`config.mk`:
```
export PLATFORM = sky130hd
export DESIGN_NAME = vga_bounce_pic
export DESIGN_NICKNAME = d
export VERILOG_FILES = /design/src/rtl/vga_pkg.sv /design/src/rtl/blk_bounce_axis.sv /design/src/rtl/vga_bounce_pic.sv
export SDC_FILE = /design/constraint.sdc
export NUM_CORES = 1
export LEC_CHECK = 0
export CORE_MARGIN = 2
export CORE_UTILIZATION = 58
export CTS_CLUSTER_DIAMETER = 200
export CTS_CLUSTER_SIZE = 10
export DETAILED_ROUTE_END_ITERATION = 8
export PLACE_DENSITY = 0.87
export SETUP_SLACK_MARGIN = 0.05
export SLEW_MARGIN = 25
export SYNTH_ARGS = -nofsm -noshare
export SYNTH_HDL_FRONTEND = slang
export SYNTH_HIERARCHICAL = 1
export SYNTH_SLANG_ARGS = --single-unit
```
`constraint.sdc`:
```
create_clock -name vga_clk -period 4.25 [get_ports vga_clk]
set_clock_uncertainty 0.15 [all_clocks]
set_input_delay 0.425 -clock vga_clk [delete_from_list [all_inputs] [get_ports vga_clk]]
set_output_delay 0.425 -clock vga_clk [all_outputs]
set_load 0.03 [all_outputs]
```
`src/rtl/vga_pkg.sv`:
```
// vga_pkg: shared VGA geometry, RGB565 colours and coordinate type
package vga_pkg;
  localparam int H_VALID = 640;
  localparam int V_VALID = 480;
  localparam logic [15:0] WHITE = 16'hFFFF;
  localparam logic [15:0] BLACK = 16'h0000;
  localparam logic [15:0] BLUE  = 16'h001F;
  localparam logic [15:0] RED   = 16'hF800;
  localparam logic [15:0] GREEN = 16'h07E0;
  typedef logic [9:0] coord_t;
endpackage

```
`src/rtl/blk_bounce_axis.sv`:
```
// blk_bounce_axis: one axis of the bouncing square, position plus travel direction
module blk_bounce_axis
  import vga_pkg::*;
#(
  parameter int LIMIT = 600,
  parameter int STEP  = 2
) (
  input  logic       vga_clk,
  input  logic       sys_rst_n,
  input  logic       move,
  output logic [9:0] pos,
  output logic       dir
);
  coord_t pos_d, pos_q;
  logic dir_d, dir_q;
  logic [10:0] pos_up;
  // bounce rule: clamp to the wall and reverse when the next step would reach or pass it
  always_comb begin
    pos_up = {1'b0, pos_q} + 11'(STEP);
    pos_d = pos_q;
    dir_d = dir_q;
    if (move) begin
      if (dir_q) begin
        pos_d = (pos_up >= 11'(LIMIT)) ? 10'(LIMIT) : pos_q + 10'(STEP);
        dir_d = (pos_up >= 11'(LIMIT)) ? 1'b0 : 1'b1;
      end else begin
        pos_d = ({1'b0, pos_q} <= 11'(STEP)) ? 10'd0 : pos_q - 10'(STEP);
        dir_d = ({1'b0, pos_q} <= 11'(STEP)) ? 1'b1 : 1'b0;
      end
    end
  end
  // position/direction registers; reset parks the square top-left heading right/down
  always_ff @(posedge vga_clk or negedge sys_rst_n) begin
    if (!sys_rst_n) begin
      pos_q <= '0;
      dir_q <= 1'b1;
    end else begin
      pos_q <= pos_d;
      dir_q <= dir_d;
    end
  end
  assign pos = pos_q;
  assign dir = dir_q;
endmodule

```
`src/rtl/vga_bounce_pic.sv`:
```
// vga_bounce_pic: renders a solid square bouncing around the active area, moved once per frame
module vga_bounce_pic
  import vga_pkg::*;
#(
  parameter int          H_VALID   = vga_pkg::H_VALID,
  parameter int          V_VALID   = vga_pkg::V_VALID,
  parameter int          BLK_SIZE  = 40,
  parameter int          STEP      = 2,
  parameter int          FRAME_DIV = 1,
  parameter logic [15:0] BG_COLOR  = WHITE,
  parameter logic [15:0] BLK_COLOR = BLUE
) (
  input  logic        vga_clk,
  input  logic        sys_rst_n,
  input  logic [9:0]  pix_x,
  input  logic [9:0]  pix_y,
  input  logic        pause,
  output logic [15:0] pix_data,
  output logic        frame_tick,
  output logic [9:0]  blk_x,
  output logic [9:0]  blk_y
);
  localparam int CW = $clog2(FRAME_DIV + 1);
  logic fe, last, move, in_blk;
  logic [CW-1:0] frame_cnt_d, frame_cnt_q;
  logic [15:0] pix_data_d, pix_data_q;
  logic frame_tick_q;
  logic [10:0] x11, y11, bx11, by11;
  logic dir_x, dir_y;
  // frame-end detect, frame divider and move qualifier; the move lands after the last
  // active pixel so every frame shows one consistent square
  always_comb begin
    fe = (pix_x == 10'(H_VALID - 1)) && (pix_y == 10'(V_VALID - 1));
    last = (frame_cnt_q == CW'(FRAME_DIV - 1));
    frame_cnt_d = fe ? (last ? '0 : frame_cnt_q + CW'(1)) : frame_cnt_q;
    move = fe && last && !pause;
  end
  // pixel mux; 11-bit compares keep blk+BLK_SIZE from wrapping
  always_comb begin
    x11 = {1'b0, pix_x};
    y11 = {1'b0, pix_y};
    bx11 = {1'b0, blk_x};
    by11 = {1'b0, blk_y};
    in_blk = (x11 >= bx11) && (x11 < bx11 + 11'(BLK_SIZE)) &&
             (y11 >= by11) && (y11 < by11 + 11'(BLK_SIZE));
    pix_data_d = in_blk ? BLK_COLOR :
                 ((x11 < 11'(H_VALID)) && (y11 < 11'(V_VALID))) ? BG_COLOR : BLACK;
  end
  // output and frame-counter registers
  always_ff @(posedge vga_clk or negedge sys_rst_n) begin
    if (!sys_rst_n) begin
      pix_data_q <= '0;
      frame_tick_q <= 1'b0;
      frame_cnt_q <= '0;
    end else begin
      pix_data_q <= pix_data_d;
      frame_tick_q <= fe;
      frame_cnt_q <= frame_cnt_d;
    end
  end
  blk_bounce_axis #(.LIMIT(H_VALID - BLK_SIZE), .STEP(STEP)) u_axis_x (
    .vga_clk(vga_clk), .sys_rst_n(sys_rst_n), .move(move), .pos(blk_x), .dir(dir_x)
  );
  blk_bounce_axis #(.LIMIT(V_VALID - BLK_SIZE), .STEP(STEP)) u_axis_y (
    .vga_clk(vga_clk), .sys_rst_n(sys_rst_n), .move(move), .pos(blk_y), .dir(dir_y)
  );
  assign pix_data = pix_data_q;
  assign frame_tick = frame_tick_q;
endmodule

```
==> flow_metrics.env <==
export IMPL_outcome="complete, but fails checks"
export IMPL_failed_checks="hold timing"
export IMPL_fill_cells=459
export IMPL_leakagePower_uw=0.00162
export IMPL_crit_slowest_cell="clkdlybuf4s50_1"
export IMPL_start_util_pct=59.8
export IMPL_rsz0062_at_grt="no"
export IMPL_final_max_slew_viol_count=0
export IMPL_synth_top_cells_by_count="ha_1, inv_1, nor2_1, nand2_1"
export IMPL_fin_hold_ws_ns=-0.0243
export IMPL_dp_cells=494
export IMPL_grt_pass1_vias=2962
export IMPL_ys_seq_area_share_pct=17.6
export IMPL_ff_latch_area_sq_um=578
export IMPL_hold_buffers=0
export IMPL_crit_type="in2reg"
export IMPL_required_ns=4.29
export IMPL_drive_above_1_share_pct=6.34
export IMPL_drv_cap=0
export IMPL_hold_viol=21
export IMPL_area_growth_pct=12.5
export IMPL_post_synth_top_count_cell="ha_1"
export IMPL_hp_class="in2async"
export IMPL_fin_crit_ns=2.94
export IMPL_critical_path_top_delay_family="simple AND/OR/NAND/NOR gates"
export IMPL_netlist_instances=398
export IMPL_cpPeakStageDelay_ns=0.53
export IMPL_synth_area_leaders="dfrtp_1, ha_1, inv_1"
export IMPL_boundaryPins=60
export IMPL_cts_root_buffer="clkbuf_8"
export IMPL_tightest_slew_ns=0.864
export IMPL_cts_buffers=3
export IMPL_grt_pass1_wl_mm=14.3
export IMPL_place_congestion=0.915
export IMPL_grt_use_total_pct=28.1
export IMPL_fin_util_pct=67.3
export IMPL_port_buffers=57
export IMPL_syn_avg_cell_area_sq_um=8.27
export IMPL_cts_buffer_depth=2
export IMPL_powerDensity_nw_per_um2=132
export IMPL_clk_insertion_delay_late_ns=0.27
export IMPL_yosys_warnings=6
export IMPL_diodes=0
export IMPL_cts_tree="built"
export IMPL_synth_edf_count=0
export IMPL_critPathLaunchType="input port"
export IMPL_core_sq_um=5510
export IMPL_via_per_inst=6.51
export IMPL_fin_ws_ns=1.31
export IMPL_max_freq_ghz=0.340
export IMPL_antenna_found_initial=0
export IMPL_crit_arrival_ns=2.98
export IMPL_multi_input_area_sq_um=2280
export IMPL_post_drt_wl_per_cell_um=17.0
export IMPL_post_cts_setup_buffer_count=0
export IMPL_drtAntennaViolNets=0
export IMPL_clock_sinks=23
export IMPL_synth_flop_cell="dfrtp_1"
export IMPL_htree_levels=1
export IMPL_drtIter0Drc=241
export IMPL_path_max_fanout=31
export IMPL_die_x_um=79.4
export IMPL_finalSetupTns_ns=0
export IMPL_place_hpwl_mm=6.33
export IMPL_die_height_um=79.4
export IMPL_yosys_area_top_type="dfrtp_1"
export IMPL_synth_nets=463
export IMPL_synthDistinctLibCells=76
export IMPL_grt_max_degree=32
export IMPL_cp_num_buf_inv=2
export IMPL_fin_cells=498
export IMPL_setup_viol=0
export IMPL_rows=27
export IMPL_clkTransAtPathRegs_ns=0.09
export IMPL_dieArea_sq_um=6300
export IMPL_pre_cts_slack_ns=1.10
export IMPL_routed_wl_mm=8.48
export IMPL_min_period_over_period_pct=69.2
export IMPL_firstDrtPassIters=5
export IMPL_grt_ovfl_total=0
export IMPL_nNetsFinal=492
export IMPL_synthesis_area_sq_um=3290
export IMPL_cts_resized=0
export IMPL_endpoint_kind="flip-flop"
export IMPL_design_area_sq_um=3700
export IMPL_cp_cell_sequence="clkdlybuf4s50_1 > and2_1 > nand3b_1 > nor4_1 > nor2b_1 > buf_4 > o41a_2 > o21ai_0 > or3_1 > o221ai_1"
export IMPL_synth_seq_cells=23
export IMPL_dpl_cell_area_sq_um=3660
export IMPL_drc=0
export IMPL_slew_headroom_pct=41.8
export IMPL_ir_drop_mv=0.123
export IMPL_synth_async_reset_ratio_pct=100
export IMPL_vias=3243
export IMPL_synth_top_area_share_pct=16.0
export IMPL_r2r_slack_ns=1.33
worst register-to-register path: stages, from the launching register on:
cell	delay, ns
dfrtp_1	0.68
inv_1	0.13
o21ai_1	0.32
xnor2_1	0.19
ha_1	0.28
a21o_1	0.18
a21o_1	0.17
a211o_1	0.30
a221oi_2	0.28
a31oi_1	0.12
placed cells by master (no fill, tap or decap), types with 3 or more instances in the layout:
cell              n
inv_1            36
nand2b_1          7
nand2_1          24
a21o_1            7
nor4_1            5
o221ai_1          3
a31oi_1           9
o22ai_1           5
nor2b_1           5
a211o_1           3
nor2_1           26
ha_1             42
nor3_1           11
o21ai_0          21
clkbuf_8          3
a211oi_1          3
o211ai_1          3
o2111ai_1         4
xor2_1            6
o31ai_1           3
or3_1             4
nand3_1          10
and4b_1           3
a311o_1           3
o2bb2ai_1         4
dfrtp_1          21
and4_1            5
clkdlybuf4s50_1  56
and2_1            3
a21oi_1          16
xnor2_1          10
nand4_1           7
area by class of cell:
type	instances	area share [%]
timing repair buffer	58	15.5
inverter	36	3.65
tap	72	2.43
sequential	23	15.6
multi-input combinational	305	61.6
clock buffer	4	1.22
final timing paths:
check                      cells after the start            start               to
setup / recovery                              10         pix_y[7]  u_axis_y/pos[3]
hold / removal                                 1        sys_rst_n  u_axis_y/pos[1]
setup reg to reg                               9  u_axis_y/pos[3]     pix_data[14]
hold reg to reg                                2     u_axis_x/dir     u_axis_x/dir
max in group asynchronous                      1        sys_rst_n     u_axis_x/dir
min in group vga_clk                           2     u_axis_x/dir     u_axis_x/dir
routing by layer:
metal / wire [um] / vias up / global-route usage [%]
met5: 0 / - / 0
met3: 638 / 20 / 3.75
met4: 191 / 0 / 9.48
met2: 3970 / 143 / 46.7
li1: - / 1535 / -
met1: 3670 / 1545 / 37.4
state kept, by name, summed over array words and instances, names as in the netlist:
name and flops:
pix_data 2, frame_tick 1, u_axis_x/dir 1, u_axis_x/pos 9, u_axis_y/pos 9, u_axis_y/dir 1
logic make-up after synthesis:
logic type	count (synthesis)	share of synthesized area, %
buffers and inverters	70	13.1
XOR/XNOR	16	4.26
AO/OA/AOI/OAI	115	26.2
other	2	0.228
adder cells (fa/ha/maj)	42	16.0
flip-flops	23	17.6
AND/OR/NAND/NOR	127	21.8
multiplexers	3	0.950
stage by stage:
step	hold slack, ns	power (uW)
after CTS	0.473	493
after global routing	0.00622	517
after global placement	0.438	349
final	-0.0243	489
after floorplan	-0.0206	304
after detailed placement	0.445	351
report_power, final:
group	leakage (uW)	switching (uW)	internal [uW]
logic	0.00134	66.6	57.9
clock network	0.0000228	74.1	67.1
registers	0.000265	2.63	220
total	0.00162	143	345
(Power assumes the default switching activity.)
